--- config.mk ---
export PLATFORM = sky130hd
export DESIGN_NAME = mod_divisor
export DESIGN_NICKNAME = d
export VERILOG_FILES = /design/src/rtl/mod_divisor.sv
export SDC_FILE = /design/constraint.sdc
export NUM_CORES = 1
export LEC_CHECK = 0
export CORE_MARGIN = 2
export CORE_UTILIZATION = 51
export CTS_CLUSTER_SIZE = 14
export DETAILED_ROUTE_END_ITERATION = 8
export PLACE_DENSITY = 0.82
export SKIP_LAST_GASP = 1
export SLEW_MARGIN = 20
export SYNTH_ARGS = -nofsm -noshare
export SYNTH_HDL_FRONTEND = slang
export SYNTH_SLANG_ARGS = --single-unit
--- constraint.sdc ---
create_clock -name CLK -period 1.7 [get_ports CLK]
set_input_delay 0.34 -clock CLK [delete_from_list [all_inputs] [get_ports CLK]]
set_output_delay 0.34 -clock CLK [all_outputs]
set_load 0.005 [all_outputs]
--- src/rtl/mod_divisor.sv ---
// Sequential signed restoring divider: magnitudes divided one quotient bit per clock, signs fixed up after.
// Optional MOD_DIVISOR_EARLY_EXIT_EN: skip the iterations when |A| < |B| (results unchanged, latency 2).
module mod_divisor #(
  parameter int WIDTH = 6
) (
  input  logic             CLK,
  input  logic             RST_N,
  input  logic             START,
  input  logic [WIDTH-1:0] A,
  input  logic [WIDTH-1:0] B,
  output logic [WIDTH-1:0] Q,
  output logic [WIDTH-1:0] R,
  output logic             DIV0,
  output logic             OF_DIV,
  output logic             BUSY,
  output logic             DONE
);

  localparam int CW = $clog2(WIDTH + 1);

  typedef enum logic [1:0] {IDLE, CALC, SIGN, FIN} state_t;

  state_t           state, state_nxt;
  logic             sa, sb, div0_pend, early;
  logic [WIDTH-1:0] a_mag, b_mag, bm, dvd;
  logic [WIDTH:0]   p, p_sh;
  logic [CW-1:0]    cnt;

  function automatic logic [WIDTH-1:0] neg(input logic [WIDTH-1:0] v);
    return ~v + WIDTH'(1);
  endfunction

  // |-2^(W-1)| wraps to the same bit pattern, which reads correctly as unsigned
  assign a_mag = A[WIDTH-1] ? neg(A) : A;
  assign b_mag = B[WIDTH-1] ? neg(B) : B;
  assign p_sh  = (p << 1) | {{WIDTH{1'b0}}, dvd[WIDTH-1]};

`ifdef MOD_DIVISOR_EARLY_EXIT_EN
  assign early = (a_mag < b_mag) && (B != '0);
`else
  assign early = 1'b0;
`endif

  always_ff @(posedge CLK or negedge RST_N) begin
    if (!RST_N) state <= IDLE;
    else        state <= state_nxt;
  end

  always_comb begin
    state_nxt = state;
    BUSY      = 1'b0;
    DONE      = 1'b0;
    case (state)
      IDLE: if (START) state_nxt = ((B == '0) || early) ? SIGN : CALC;
      CALC: begin
        BUSY = 1'b1;
        if (cnt == CW'(1)) state_nxt = SIGN;
      end
      SIGN: begin
        BUSY      = 1'b1;
        state_nxt = FIN;
      end
      FIN: begin
        DONE      = 1'b1;
        state_nxt = IDLE;
      end
      default: state_nxt = IDLE;
    endcase
  end

  always_ff @(posedge CLK or negedge RST_N) begin
    if (!RST_N) begin
      sa        <= 1'b0;
      sb        <= 1'b0;
      div0_pend <= 1'b0;
      bm        <= '0;
      dvd       <= '0;
      p         <= '0;
      cnt       <= '0;
      Q         <= '0;
      R         <= '0;
      DIV0      <= 1'b0;
      OF_DIV    <= 1'b0;
    end else begin
      case (state)
        IDLE: if (START) begin
          sa        <= A[WIDTH-1];
          sb        <= B[WIDTH-1];
          bm        <= b_mag;
          cnt       <= CW'(WIDTH);
          div0_pend <= (B == '0);
          if (early) begin
            dvd <= '0;
            p   <= {1'b0, a_mag};
          end else begin
            dvd <= a_mag;
            p   <= '0;
          end
        end
        CALC: begin
          // dvd doubles as the quotient register: quotient bits enter at the LSB
          if (p_sh >= {1'b0, bm}) begin
            p   <= p_sh - {1'b0, bm};
            dvd <= {dvd[WIDTH-2:0], 1'b1};
          end else begin
            p   <= p_sh;
            dvd <= {dvd[WIDTH-2:0], 1'b0};
          end
          cnt <= cnt - CW'(1);
        end
        SIGN: begin
          if (div0_pend) begin
            Q      <= '0;
            R      <= sa ? neg(dvd) : dvd;
            DIV0   <= 1'b1;
            OF_DIV <= 1'b0;
          end else if (sa && sb && (dvd == {1'b1, {(WIDTH-1){1'b0}}})) begin
            Q      <= dvd;
            R      <= '0;
            DIV0   <= 1'b0;
            OF_DIV <= 1'b1;
          end else begin
            Q      <= (sa ^ sb) ? neg(dvd) : dvd;
            R      <= sa ? neg(p[WIDTH-1:0]) : p[WIDTH-1:0];
            DIV0   <= 1'b0;
            OF_DIV <= 1'b0;
          end
        end
        default: ;
      endcase
    end
  end

endmodule

* After elaboration in Yosys (flattened, before gate mapping)
Cells that the tools add are included.
Widths: inputs -> output; s select.
** Storage, ports and cells
- Register bits :: 40
- Latch bits :: 0
- RAM bits :: 0
- ROM bits :: 0
- Output and inout port bits :: 16
- Memories kept :: 0
** Operators by class
- Add/sub/neg operators :: 6
- Multiply operators :: 0
- Div/mod/pow operators :: 0
- Magnitude comparators :: 1
- Equal/unequal tests :: 7
- Shifts and indexed selects :: 0
- Muxes and demuxes :: 26
- Bitwise operators :: 6
- Reduce and logical (&&, ||, !) cells :: 9
** Operators by type and width (number)
- $mux 6 :: 12
- $add 6x1->6 const B :: 4
- $not 6->6 :: 4
- $pmux 6 s2 :: 2
- $pmux 2 s4 :: 1
- $ge 7x6->1 :: 1
- $or 7x1->7 :: 1
- $eq 6x6->1 const B :: 1
- $logic_not 6->1 :: 1
- $mux 1 :: 6
- $mux 2 :: 3
- $pmux 3 s2 :: 1
- $reduce_and 2->1 :: 3
- $sub 6x6->6 :: 1
- $eq 2x2->1 const B :: 2
- $ne 2x2->1 const B :: 2
- $eq 3x1->1 const B :: 1
- $mux 3 :: 1
- $sub 3x1->3 const B :: 1
- $eq 2x1->1 const B :: 1
- $logic_and 1x1->1 :: 2
- $logic_not 2->1 :: 1
- $reduce_bool 2->1 :: 1
- $reduce_or 2->1 :: 1
- $xor 1x1->1 :: 1

* Logic depth before layout (Yosys ltp)
- Depth in word-level cells :: 5
- Mapped depth :: 9
- Mapped depth without buffers :: 9

* Worst setup path before layout
Ideal clock, no wire load.
- Path type :: reg2reg
- From :: register dvd[5]
- To :: register p[4]
- Library setup time :: 77 ps
- Data arrival time :: 1723 ps
- Path slack :: -100 ps
- Cell stages (with the launch flop) :: 10
- Cells stage by stage :: dfrtp_1 > inv_1 > ha_1 > inv_1 > fa_1 > a21o_1 > a21oi_1 > xnor2_1 > mux2i_1 > o21ai_1
** On the way
- Longest elaborated chain between the ends :: 4
** RTL lines
- from (decl) :: RTL line 25 : logic [WIDTH-1:0] a_mag, b_mag, bm, dvd;
- from (signal assigned) :: RTL line 96 : dvd <= a_mag;
- from (signal assigned) :: RTL line 104 : dvd <= {dvd[WIDTH-2:0], 1'b1};
- from (signal assigned) :: RTL line 107 : dvd <= {dvd[WIDTH-2:0], 1'b0};
- $or 7x1->7 * :: RTL line 36 : assign p_sh = (p << 1) | {{WIDTH{1'b0}}, dvd[WIDTH-1]};
- $sub 6x6->6 or $ge 7x6->1 (tied branches) :: RTL line 103, 102
- $mux 6 * :: RTL line 102 : if (p_sh >= {1'b0, bm}) begin
- $pmux 6 s2 * :: RTL line 85 : case (state)
- to (signal assigned) :: RTL line 94 : p <= {1'b0, a_mag};
- to (signal assigned) :: RTL line 103 : p <= p_sh - {1'b0, bm};
- to (signal assigned) :: RTL line 106 : p <= p_sh;
- to (decl) :: RTL line 26 : logic [WIDTH:0] p, p_sh;
Every way passes the cells marked *; elsewhere a longest branch is shown, timed or not.
A chain may end at the register's enable or synchronous reset.

* Worst setup path in the final report
- From :: register dvd[5]
- To :: register p[5]
The elaborated chain is that of the path after synthesis.

==> impl_metrics.tcl <==
set metrics [dict create \
    violations_in_the_final_reports "negative setup slack" \
    vdd_drop_max_mv 1.099 \
    path_max_fanout 5 \
    dr_total_vias 2266 \
    post_synth_edffs 0 \
    rsz0062_at_grt "true" \
    number_of_global_route_vias_before_repair 2227 \
    clock_sink_count 40 \
    drcViolationCount 0 \
    multiInputGateArea_sq_um 1538 \
    layout.core_utilization_pct 67.97 \
    synth.yosys.seq_area_share_pct 38.17 \
    worst-endpoint-required_ns 1.91 \
    hold_path.class "in -> async" \
    final.setup.worst_slack_ns -0.09565 \
    pwr-share-comb_pct 63.6 \
    drive_above_1_share_pct 18.03 \
    viasPerCell 5.332 \
    power.density_cell_area_nw_per_um2 1989 \
    port_buffers 30 \
    maxSlewViolCount 0 \
    dp_slack_ns -0.1283 \
    synth_ff_type "dfrtp_1" \
    pin_slew_with_the_least_headroom_to_its_limit_ns 0.4101 \
    cts.reportedPaths.clkPinSlew_ns 0.08 \
    number_of_buffers_on_the_longest_clock_path 2 \
    synth_area_sq_um 2623 \
    finClkSkew_ns 0.01032 \
    core-area_sq_um 5042 \
    ctsRootBufferMaster "clkbuf_8" \
    h-tree-depth 2 \
    seq_power_share_pct 24.5 \
    post-route-period-util_pct 105.6 \
    clk_latency_ns 0.29 \
    cp_cell_sequence "inv_2 -> ha_1 -> or2b_1 -> a31oi_4 -> o21ai_4 -> and3_4 -> o31ai_2" \
    slew-limit-headroom_pct 72.66 \
    antenna-diode-count 0 \
    cts-buffers-inserted 5 \
    die_height_um 75.71 \
    finalCriticalPeriod_ns 1.796 \
    initial_utilization_pct 52.01 \
    num-fill-cells 379 \
    share_clk_of_total_power_pct 12.0 \
    layout.area.seq_sq_um 1001 \
    final-setup-viol-count 6 \
    die_footprint_sq_um 5732 \
    die_width_um 75.71 \
    startpoint_type_of_the_worst_setup_path "register" \
    synth_seq_cells 40 \
    drtAntennaViolNets 0 \
    totalPowerFinal_mw 6.817 \
    cp_arrival_ns 2.01 \
    track_usage_pct 22.91 \
    first_pass_drt_iterations 4 \
    num-nets-final 388 \
    antenna_found_initial 0 \
    cp_slowest_cell "dfrtp_1" \
    post_synth.cell_area_avg_sq_um 8.951 \
    netSwitchingPower_mw 2.874 \
    synth.yosys.warnings 0 \
    fp-row-count 26 \
    run_status "finished, violations left" \
    async_reset_ff_share_pct 100.0 \
    endpoint_kind "register" \
    cpPeakStageDelay_ns 0.38 \
    post_drt_wl_per_cell_um 13.84 \
    place_congestion 0.8513 \
    grt_overflow 0 \
    num_io_pins 31 \
    static_leak_nw 1.570 \
    wire_length_of_the_first_global_routing_pass_um 9929 \
    fmax_mhz 556.9 \
    dpl.cell_count 409 \
    syn-num-nets 327 \
    distinct_cell_type_count_of_the_synthesized_netlist 45 \
    syn_inst 293 \
    p_sw_share_pct 42.16 \
    finalHoldViolations 0 \
    critPathKind "reg -> reg" \
    cts_tree "done" \
    pin_count_of_the_biggest_net_entering_global_routing 22 \
    routed_wl_um 5884 \
    layoutNonFillerInstCount 425 \
    drv.max_cap_violation_count 0 \
    area_growth_pct 30.68 \
    internal_power_contribution_mw 3.943 \
    detailedRoute.firstIterationViolations 102 \
    dp_hpwl_um 4304 \
]
-- metal layers --
layer	share of wire (%)	vias to the layer above	track usage, %
li1	-	1124	-
met4	1.9	0	7.407
met2	53	61	41.74
met5	0	-	0
met1	40	1069	27.41
met3	4.8	12	3.836
-- flip-flops by register name, summed over array words and instances (netlist names) --
name and flops:
R 6, sa 1, Q 6, bm 6, dvd 6, div0_pend 1
DIV0 1, sb 1, p 6, OF_DIV 1, cnt 3, state 2
-- area by class of cell --
| type | count | share of cell area, % |
|---|---|---|
| Multi-Input combinational cell | 212 | 44.87 |
| Sequential cell | 40 | 29.21 |
| Timing Repair Buffer | 64 | 16.43 |
| Inverter | 31 | 3.395 |
| Tap cell | 70 | 2.556 |
| Clock buffer | 6 | 2.410 |
| Clock inverter | 2 | 1.132 |
-- metrics by stage --
| step | setup TNS [ns] | hold WS [ns] | area (sq um) |
|---|---|---|---|
| 2_1_floorplan | 0 | 0.04441 | 2648 |
| 3_5_place_dp | -0.4374 | 0.2934 | 3192 |
| 6_report | -0.3505 | 0.4962 | 3427 |
| 5_1_grt | -0.8781 | 0.5330 | 3427 |
| 3_3_place_gp | -0.07574 | 0.2855 | 3192 |
| 4_1_cts | -0.09946 | 0.5020 | 3388 |
-- worst max-delay path: cells and delay by family, from the launching register on --
family / cells / cell delay [ns]
flip-flops: 1 / 0.38
buffers and inverters: 1 / 0.06
AO/OA/AOI/OAI: 3 / 0.54
adder cells (fa/ha/maj): 1 / 0.31
AND/OR/NAND/NOR: 2 / 0.44
-- cell families (layout without fill, tap and decap cells) --
| family | count (synthesis) | in the layout | share of synthesized area, % |
|---|---|---|---|
| adders and majority gates | 19 | 19 | 9.351 |
| buffers and inverters | 42 | 103 | 6.488 |
| and+or+nand+nor | 88 | 88 | 16.60 |
| muxes | 14 | 14 | 5.487 |
| DFF | 40 | 40 | 38.17 |
| xor gates and xnor gates | 20 | 20 | 6.679 |
| AOI/OAI and AO/OA | 70 | 71 | 17.22 |
-- placed cells by master (no fill, tap or decap), types with 4 or more instances in the layout --
cell type,count
xor2_1,12
nand3_1,4
o21ai_1,20
nor2b_1,6
clkbuf_8,6
nand2_1,36
nor3_1,5
buf_4,32
inv_1,28
nor2_1,15
dfrtp_1,40
a21oi_1,10
clkdlybuf4s50_1,27
nand2b_1,9
o21ai_0,9
o22ai_1,5
xnor2_1,8
mux2i_1,11
ha_1,15
-- path summary, 6_finish.rpt --
check                      cells past startpoint  slack, ns    end    from
setup / recovery                               7       -0.1   p[5]  dvd[5]
hold / removal                                 2       0.50   Q[4]   RST_N
setup reg to reg                               7       -0.1   p[5]  dvd[5]
hold reg to reg                                2       0.50  bm[2]   bm[2]
max in group asynchronous                      3       0.68     sb   RST_N
min in group CLK                               2       0.50  bm[2]   bm[2]
-- power groups by stage --
stage	Combinational (mW)	Clock, mW	Sequential (mW)
finish	4.33	0.817	1.67
CTS	4.19	0.832	1.66
global placement	3.78	0	1.66
floorplan	2.71	0	1.65
detailed placement	3.91	0	1.69
global route	4.81	0.870	1.72
-- Yosys cell counts, types with 4 or more instances --
cell	count	area [sq um]
xnor2_1	8	70.07
nor2_1	15	56.30
nand2b_1	9	56.30
o21ai_0	9	45.04
nor3_1	5	25.02
o21ai_1	20	100.1
clkbuf_1	6	22.52
dfrtp_1	40	1001
ha_1	18	225.2
nor2b_1	6	37.54
nand3_1	5	25.02
buf_2	4	20.02
o22ai_1	5	31.28
mux2i_1	11	110.1
nand2_1	36	135.1
xor2_1	12	105.1
a21oi_1	12	60.06
inv_1	30	112.6
-- what timing repair did --
action,4_1_cts,5_1_grt
pin swaps,5,4
endpoints found under the setup margin,6,7
hold buffers,1,0
gates resized for setup,8,3
cloned,1,0
hold endpoints to repair,15,0
buffers inserted,4,2
(Power assumes the default switching activity.)
